--- config.mk ---
export PLATFORM = sky130hd
export DESIGN_NAME = multicycle_control
export DESIGN_NICKNAME = d
export VERILOG_FILES = /design/src/rtl/multicycle_control.sv
export SDC_FILE = /design/constraint.sdc
export NUM_CORES = 1
export LEC_CHECK = 0
export BUFFER_PORTS_ARGS = -buffer_cell sky130_fd_sc_hd__buf_2
export CORE_MARGIN = 3
export CORE_UTILIZATION = 38
export CTS_CLUSTER_DIAMETER = 30
export DETAILED_ROUTE_END_ITERATION = 8
export GPL_ROUTABILITY_DRIVEN = 0
export GPL_TIMING_DRIVEN = 0
export PLACE_DENSITY_LB_ADDON = 0.05
export SYNTH_ARGS = -nofsm -noshare
export SYNTH_HDL_FRONTEND = slang
export SYNTH_SLANG_ARGS = --single-unit
--- constraint.sdc ---
create_clock -name clk -period 1.45 [get_ports clk]
set_input_delay 0.29 -clock clk [delete_from_list [all_inputs] [get_ports clk]]
set_output_delay 0.29 -clock clk [all_outputs]
set_load 0.05 [all_outputs]
--- src/rtl/multicycle_control.sv ---
// multicycle_control: main control FSM for the multi-cycle RV32 datapath.
// Optional ADDI support through EXECI is enabled with the MC_OPIMM_EN macro.
module multicycle_control #(
    parameter logic [6:0] OPC_RTYPE  = 7'b0110011,
    parameter logic [6:0] OPC_LOAD   = 7'b0000011,
    parameter logic [6:0] OPC_STORE  = 7'b0100011,
    parameter logic [6:0] OPC_BRANCH = 7'b1100011,
    parameter logic [6:0] OPC_OPIMM  = 7'b0010011
) (
    input  logic       clk,
    input  logic       rst_n,
    input  logic [6:0] opcode,
    input  logic       mem_ready,
    output logic       pcwrite,
    output logic       pcwritecond,
    output logic       iord,
    output logic       memread,
    output logic       memwrite,
    output logic       irwrite,
    output logic       memtoreg,
    output logic       regwrite,
    output logic       alusrca,
    output logic [1:0] alusrcb,
    output logic [1:0] pcsource,
    output logic [1:0] aluop,
    output logic       retire,
    output logic       illegal,
    output logic [3:0] state_o
);
    typedef enum logic [3:0] {
        FETCH  = 4'd0,
        DECODE = 4'd1,
        MEMADR = 4'd2,
        MEMRD  = 4'd3,
        WBMEM  = 4'd4,
        MEMWR  = 4'd5,
        EXEC   = 4'd6,
        WBALU  = 4'd7,
        BRANCH = 4'd8,
        TRAP   = 4'd9,
        EXECI  = 4'd10
    } state_t;

    state_t state_q, state_d;
    logic   illegal_q;

    // State register and sticky trap flag; trap flag sets on the edge entering TRAP
    always_ff @(posedge clk or negedge rst_n) begin
        if (!rst_n) begin
            state_q   <= FETCH;
            illegal_q <= 1'b0;
        end else begin
            state_q <= state_d;
            if (state_d == TRAP) illegal_q <= 1'b1;
        end
    end

    // Next-state and Moore outputs; memory states gate strobes with mem_ready, reset blanks everything
    always_comb begin
        state_d     = FETCH;
        pcwrite     = 1'b0;
        pcwritecond = 1'b0;
        iord        = 1'b0;
        memread     = 1'b0;
        memwrite    = 1'b0;
        irwrite     = 1'b0;
        memtoreg    = 1'b0;
        regwrite    = 1'b0;
        alusrca     = 1'b0;
        alusrcb     = 2'b00;
        pcsource    = 2'b00;
        aluop       = 2'b00;
        retire      = 1'b0;
        case (state_q)
            FETCH: begin
                memread = 1'b1;
                alusrcb = 2'b01;
                pcwrite = mem_ready;
                irwrite = mem_ready;
                state_d = mem_ready ? DECODE : FETCH;
            end
            DECODE: begin
                alusrcb = 2'b11;
                if (opcode == OPC_LOAD || opcode == OPC_STORE) state_d = MEMADR;
                else if (opcode == OPC_RTYPE) state_d = EXEC;
                else if (opcode == OPC_BRANCH) state_d = BRANCH;
`ifdef MC_OPIMM_EN
                else if (opcode == OPC_OPIMM) state_d = EXECI;
`else
                else if (opcode == OPC_OPIMM) state_d = TRAP;
`endif
                else state_d = TRAP;
            end
            MEMADR: begin
                alusrca = 1'b1;
                alusrcb = 2'b10;
                state_d = (opcode == OPC_LOAD) ? MEMRD : MEMWR;
            end
            MEMRD: begin
                memread = 1'b1;
                iord    = 1'b1;
                state_d = mem_ready ? WBMEM : MEMRD;
            end
            WBMEM: begin
                regwrite = 1'b1;
                memtoreg = 1'b1;
                retire   = 1'b1;
            end
            MEMWR: begin
                memwrite = 1'b1;
                iord     = 1'b1;
                retire   = mem_ready;
                state_d  = mem_ready ? FETCH : MEMWR;
            end
            EXEC: begin
                alusrca = 1'b1;
                aluop   = 2'b10;
                state_d = WBALU;
            end
            WBALU: begin
                regwrite = 1'b1;
                retire   = 1'b1;
            end
            BRANCH: begin
                alusrca     = 1'b1;
                aluop       = 2'b01;
                pcwritecond = 1'b1;
                pcsource    = 2'b01;
                retire      = 1'b1;
            end
            TRAP: state_d = TRAP;
`ifdef MC_OPIMM_EN
            EXECI: begin
                alusrca = 1'b1;
                alusrcb = 2'b10;
                state_d = WBALU;
            end
`endif
            default: state_d = FETCH;
        endcase
        if (!rst_n) begin
            pcwrite     = 1'b0;
            pcwritecond = 1'b0;
            iord        = 1'b0;
            memread     = 1'b0;
            memwrite    = 1'b0;
            irwrite     = 1'b0;
            memtoreg    = 1'b0;
            regwrite    = 1'b0;
            alusrca     = 1'b0;
            alusrcb     = 2'b00;
            pcsource    = 2'b00;
            aluop       = 2'b00;
            retire      = 1'b0;
        end
    end

    assign illegal = illegal_q;
    assign state_o = state_q;
endmodule

==> impl_metrics.toml, run 1 <==
[status]
outcome = "stopped before the end"
stop_stage = "global routing (5_1_grt)"
tool.error = "[ERROR DPL-0033] detailed placement checks failed during check placement."

[floorplan]
std_cell_rows = 13
die_height_microns = 44.28
die_w_microns = 44.28
initial_core_util_pct = 41.74
design.portCount = 31

[placement]
place_ws_ns = -0.3099
hpwlAfterDp_microns = 1155
place.detailed.instances = 113
placement.io_buffers = 29

[grt]
grt_antenna_before_repair = 0
pin_count_of_the_biggest_net_entering_global_routing = 11

[synthesis]
seq_cells_post_synth = 5
synth_net_count = 79
ys_seq_area_share_pct = 22.47
syn_inst = 69
synth_ff_type = "dfrtp_1"
count_of_different_cell_masters_after_synthesis = 35
number_of_enable_flip_flop_cells_after_synthesis = 0
syn_avg_cell_area_sq_um = 8.069
synth-warning-count = 0
async_flop_share_pct = 100.0
mappedNetlistArea_sq_um = 556.8

[cts]
numClockSinks = 5
htree_num_levels = 1
root_buffer = "clkbuf_4"
cts_buf_count = 3
cts.path.max_buffers = 2

[sta]
worst_path_endpoint_category = "primary output"
endpoint_with_the_least_setup_slack_after_the_last_global_route_repair = "pcwrite"
timing repair:
item,in CTS
pin swaps,5
buffers inserted,17
endpoints found under the setup margin,18
hold endpoints to repair,5
hold buffers,1
resized for setup,55
cells in the mapped netlist (2+ instances only):
| master | instances | share of area, % |
|---|---|---|
| nor2_1 | 7 | 4.7 |
| nand2_1 | 5 | 3.4 |
| buf_4 | 5 | 6.7 |
| o21ai_0 | 3 | 2.7 |
| a21oi_1 | 4 | 3.6 |
| dfrtp_1 | 5 | 22 |
| nand2b_2 | 2 | 3.1 |
| or2b_2 | 2 | 3.1 |
| nor3_1 | 5 | 4.5 |
| nor4b_1 | 2 | 3.1 |
| inv_1 | 2 | 1.3 |
| nand3_1 | 2 | 1.8 |
| buf_6 | 3 | 6.1 |
cells by family after synthesis:
family | after synthesis | synth area share (%)
DFF | 5 | 22.47
AOI/OAI and AO/OA | 17 | 20.23
other | 1 | 0.6735
buffers and inverters | 10 | 14.16
xor gates and xnor gates | 1 | 1.573
and+or+nand+nor | 35 | 40.90
stage by stage:
| step | utilization [%] | setup TNS [ns] | area [sq um] | hold WS [ns] |
|---|---|---|---|---|
| 3_5_place_dp | 65.57 | -2.554 | 874.6 | 0.1798 |
| 4_1_cts | 91.74 | -4.893 | 1224 | 0.3495 |
| 3_3_place_gp | 65.57 | -2.279 | 874.6 | 0.1713 |
| 2_1_floorplan | - | -6.425 | 710.7 | -0.005591 |
==> inputs of run 2 (changes only) <==
--- a/config.mk
+++ b/config.mk
@@ -6,13 +6,12 @@
 export NUM_CORES = 1
 export LEC_CHECK = 0
 export BUFFER_PORTS_ARGS = -buffer_cell sky130_fd_sc_hd__buf_2
-export CORE_MARGIN = 3
-export CORE_UTILIZATION = 38
-export CTS_CLUSTER_DIAMETER = 30
+export CORE_AREA = 3 3 64 66
 export DETAILED_ROUTE_END_ITERATION = 8
+export DIE_AREA = 0 0 67 69
 export GPL_ROUTABILITY_DRIVEN = 0
 export GPL_TIMING_DRIVEN = 0
-export PLACE_DENSITY_LB_ADDON = 0.05
+export PLACE_DENSITY_LB_ADDON = 0.15
 export SYNTH_ARGS = -nofsm -noshare
 export SYNTH_HDL_FRONTEND = slang
 export SYNTH_SLANG_ARGS = --single-unit
==> constraint.sdc (replaced) <==
create_clock -name clk -period 1.9 [get_ports clk]
set_input_delay 0.38 -clock clk [delete_from_list [all_inputs] [get_ports clk]]
set_output_delay 0.38 -clock clk [all_outputs]
set_load 0.05 [all_outputs]
==> run 2 against run 1 <==
  * The flow now finishes without violations
  * Synthesized cell count unchanged
  * Area after synthesis is the same
==> impl_metrics.toml, run 2 <==
[cts]
numClockSinks = 5
cts_buf_count = 3
clock_tree_from_tritoncts = "built"
path_clk_slew_ns = 0.03
clkLatencyLatePin_ns = 0.22
cts.path.max_buffers = 2
root_buffer = "clkbuf_8"
htree_num_levels = 1

[placement]
hpwlAfterDp_microns = 1371
placement.io_buffers = 29
detailed_place.area_sq_um = 880.8
place.detailed.instances = 146
place_ws_ns = -0.1416

[critical_path]
timing.critical_path.from_type = "register"
ff2ff_path_depth = 6
cp-end-kind = "output pin"
regToRegEndpoint = "illegal"
r2r_setup_slk_ns = 0.10
critPathKind = "register to output pin"
cp_data_arrival_time_ns = 1.51
crit-reg2reg-launch = "state_o[2]"
critical_path.max_fanout = 7
worst_ep_required_time_ns = 1.52

[synthesis]
yosys-top-cells-count = "nor2_1, buf_4, dfrtp_1, nand2_1, nor3_1"
mappedNetlistArea_sq_um = 556.8
synth_ff_type = "dfrtp_1"
synth_net_count = 79
syn_inst = 69
synthDominantAreaCellType = "dfrtp_1"
ys_seq_area_share_pct = 22.47
count_of_different_cell_masters_after_synthesis = 35
ys_top_cells_by_area = "dfrtp_1, buf_4, buf_6, nor2_1, nor3_1"
synth_most_common_cell = "nor2_1"
syn_avg_cell_area_sq_um = 8.069
seq_cells_post_synth = 5
synth_top_cell_area_share_pct = 22.47
synth-warning-count = 0
async_flop_share_pct = 100.0
number_of_enable_flip_flop_cells_after_synthesis = 0

[routing]
detailroute.via_count = 688
drt_iter0_drc = 40
drt_wl_total_microns = 1873
vias_per_cell = 4.145
antenna_violation_net_count_after_detailed_routing = 0
detail_route.drc_violations = 0
firstDrtPassIters = 4
wire_per_inst_microns = 11.28

[floorplan]
die_w_microns = 67
std_cell_rows = 22
coreArea_sq_um = 3633
design.portCount = 31
die_area_sq_um = 4623
die_height_microns = 69
initial_core_util_pct = 15.32

[finish]
fin_util_pct = 32.16
insertedDiodeCount = 0
largest_register_ff_count = 4
finalInstanceArea_sq_um = 1169
drive_gt1_share_pct = 70.34
nets = 129
layout_commonest_cell = "buf_2"
finalNonFillerCells = 166
area_growth_from_synthesis_to_layout_pct = 109.9
mostFrequentLayoutCells = "buf_2, buf_4, buf_8, nor2_4"

[job]
max_capacitance_violation_total = 0

[status]
outcome = "finished, final reports clean"

[grt]
first_global_vias = 631
grt_pass1_wl_microns = 3070
grt-ovfl-total = 0
grt_antenna_before_repair = 0
pin_count_of_the_biggest_net_entering_global_routing = 11
grt_usage_pct = 8.420

[sta]
timing_hold_violations_final = 0
final-setup-viol-count = 0
final.min_clock_period_ns = 1.891
fin_worst_skew_ns = 0.002250
timing.final.max_slew_violations = 0
fin_setup_tns_ns = 0
part_of_the_cycle_the_worst_path_needs_pct = 99.50
rsz0062_at_grt = "true"
timing.final.ws_setup_ns = 0.009471
fmax_mhz = 529.0

[power]
cellLeakagePower_uw = 0.0005131
power.density_nw_per_um2 = 1250
ir_drop_mv = 0.2943

[min_path]
worstHoldPathType = "primary input to asynchronous set/reset pin"
run 2: cell counts after synthesis:
No cell type changed its count.
run 2: critical path, cell delays in order (launching register included):
cell     delay [ns]
dfrtp_2        0.42
buf_8          0.15
nor2_4         0.10
nand2_4        0.07
nor4b_4        0.28
buf_6          0.14
buf_8          0.13
run 2: cells by family (layout without fill, tap and decap cells):
| group | count (synthesis) | in the layout | synth area share (%) |
|---|---|---|---|
| buf+inv | 10 | 59 | 14.16 |
| simple gates | 35 | 35 | 40.90 |
| flops | 5 | 5 | 22.47 |
| xor+xnor | 1 | 1 | 1.573 |
| compound gates | 17 | 17 | 20.23 |
| other cells | 1 | 1 | 0.6735 |
run 2: per-layer routing:
metal | vias to the layer above | GRT usage [%] | wire length, microns
li1 | 345 | - | -
met1 | 320 | 11.39 | 843
met2 | 21 | 12.55 | 911
met3 | 2 | 2.117 | 98
met4 | 0 | 3.378 | 19
met5 | - | 0 | 0
run 2: cell type report:
type | count | area, sq um
Timing Repair Buffer | 47 | 359.1
Sequential cell | 5 | 132.6
Buffer | 6 | 76.32
Fill cell | 385 | 2465
Tap cell | 48 | 60.06
Clock buffer | 4 | 45.04
Multi-Input combinational cell | 54 | 488.0
Inverter | 2 | 7.507
run 2: through the flow:
| step | hold slack, ns | total power [uW] |
|---|---|---|
| 2_1_floorplan | 0.08441 | 872.3 |
| 3_3_place_gp | 0.2559 | 1033 |
| 3_5_place_dp | 0.2541 | 1034 |
| 4_1_cts | 0.03761 | 1308 |
| 5_1_grt | 0.03318 | 1548 |
| 6_report | 0.03842 | 1461 |
run 2: how the worst max path moves through the flow:
stage	from	endpoint	slack [ns]
2_1_floorplan	state_o[3]	retire	-0.33
3_3_place_gp	state_o[1]	retire	-0.13
3_5_place_dp	state_o[1]	retire	-0.14
4_1_cts	state_o[2]	pcwrite	0.002
5_1_grt	state_o[2]	pcwrite	-0.06
6_report	state_o[2]	pcwrite	0.009
run 2: power breakdown:
part	leakage [uW]	internal, uW	switching (uW)	total [uW]
sequential	0.0000543	136	52.1	188
clock	0.0000228	144	47.6	191
combinational	0.000436	472	610	1080
total	0.000513	752	709	1460
run 2: repair_timing:
item | 4_1_cts | 5_1_grt
setup endpoints to repair | 12 | 10
hold buffers | 0 | 0
gates resized for setup | 17 | 13
buffers inserted | 7 | 11
pin swaps | 2 | 2
Note: power is estimated with default switching activity, not from simulation.
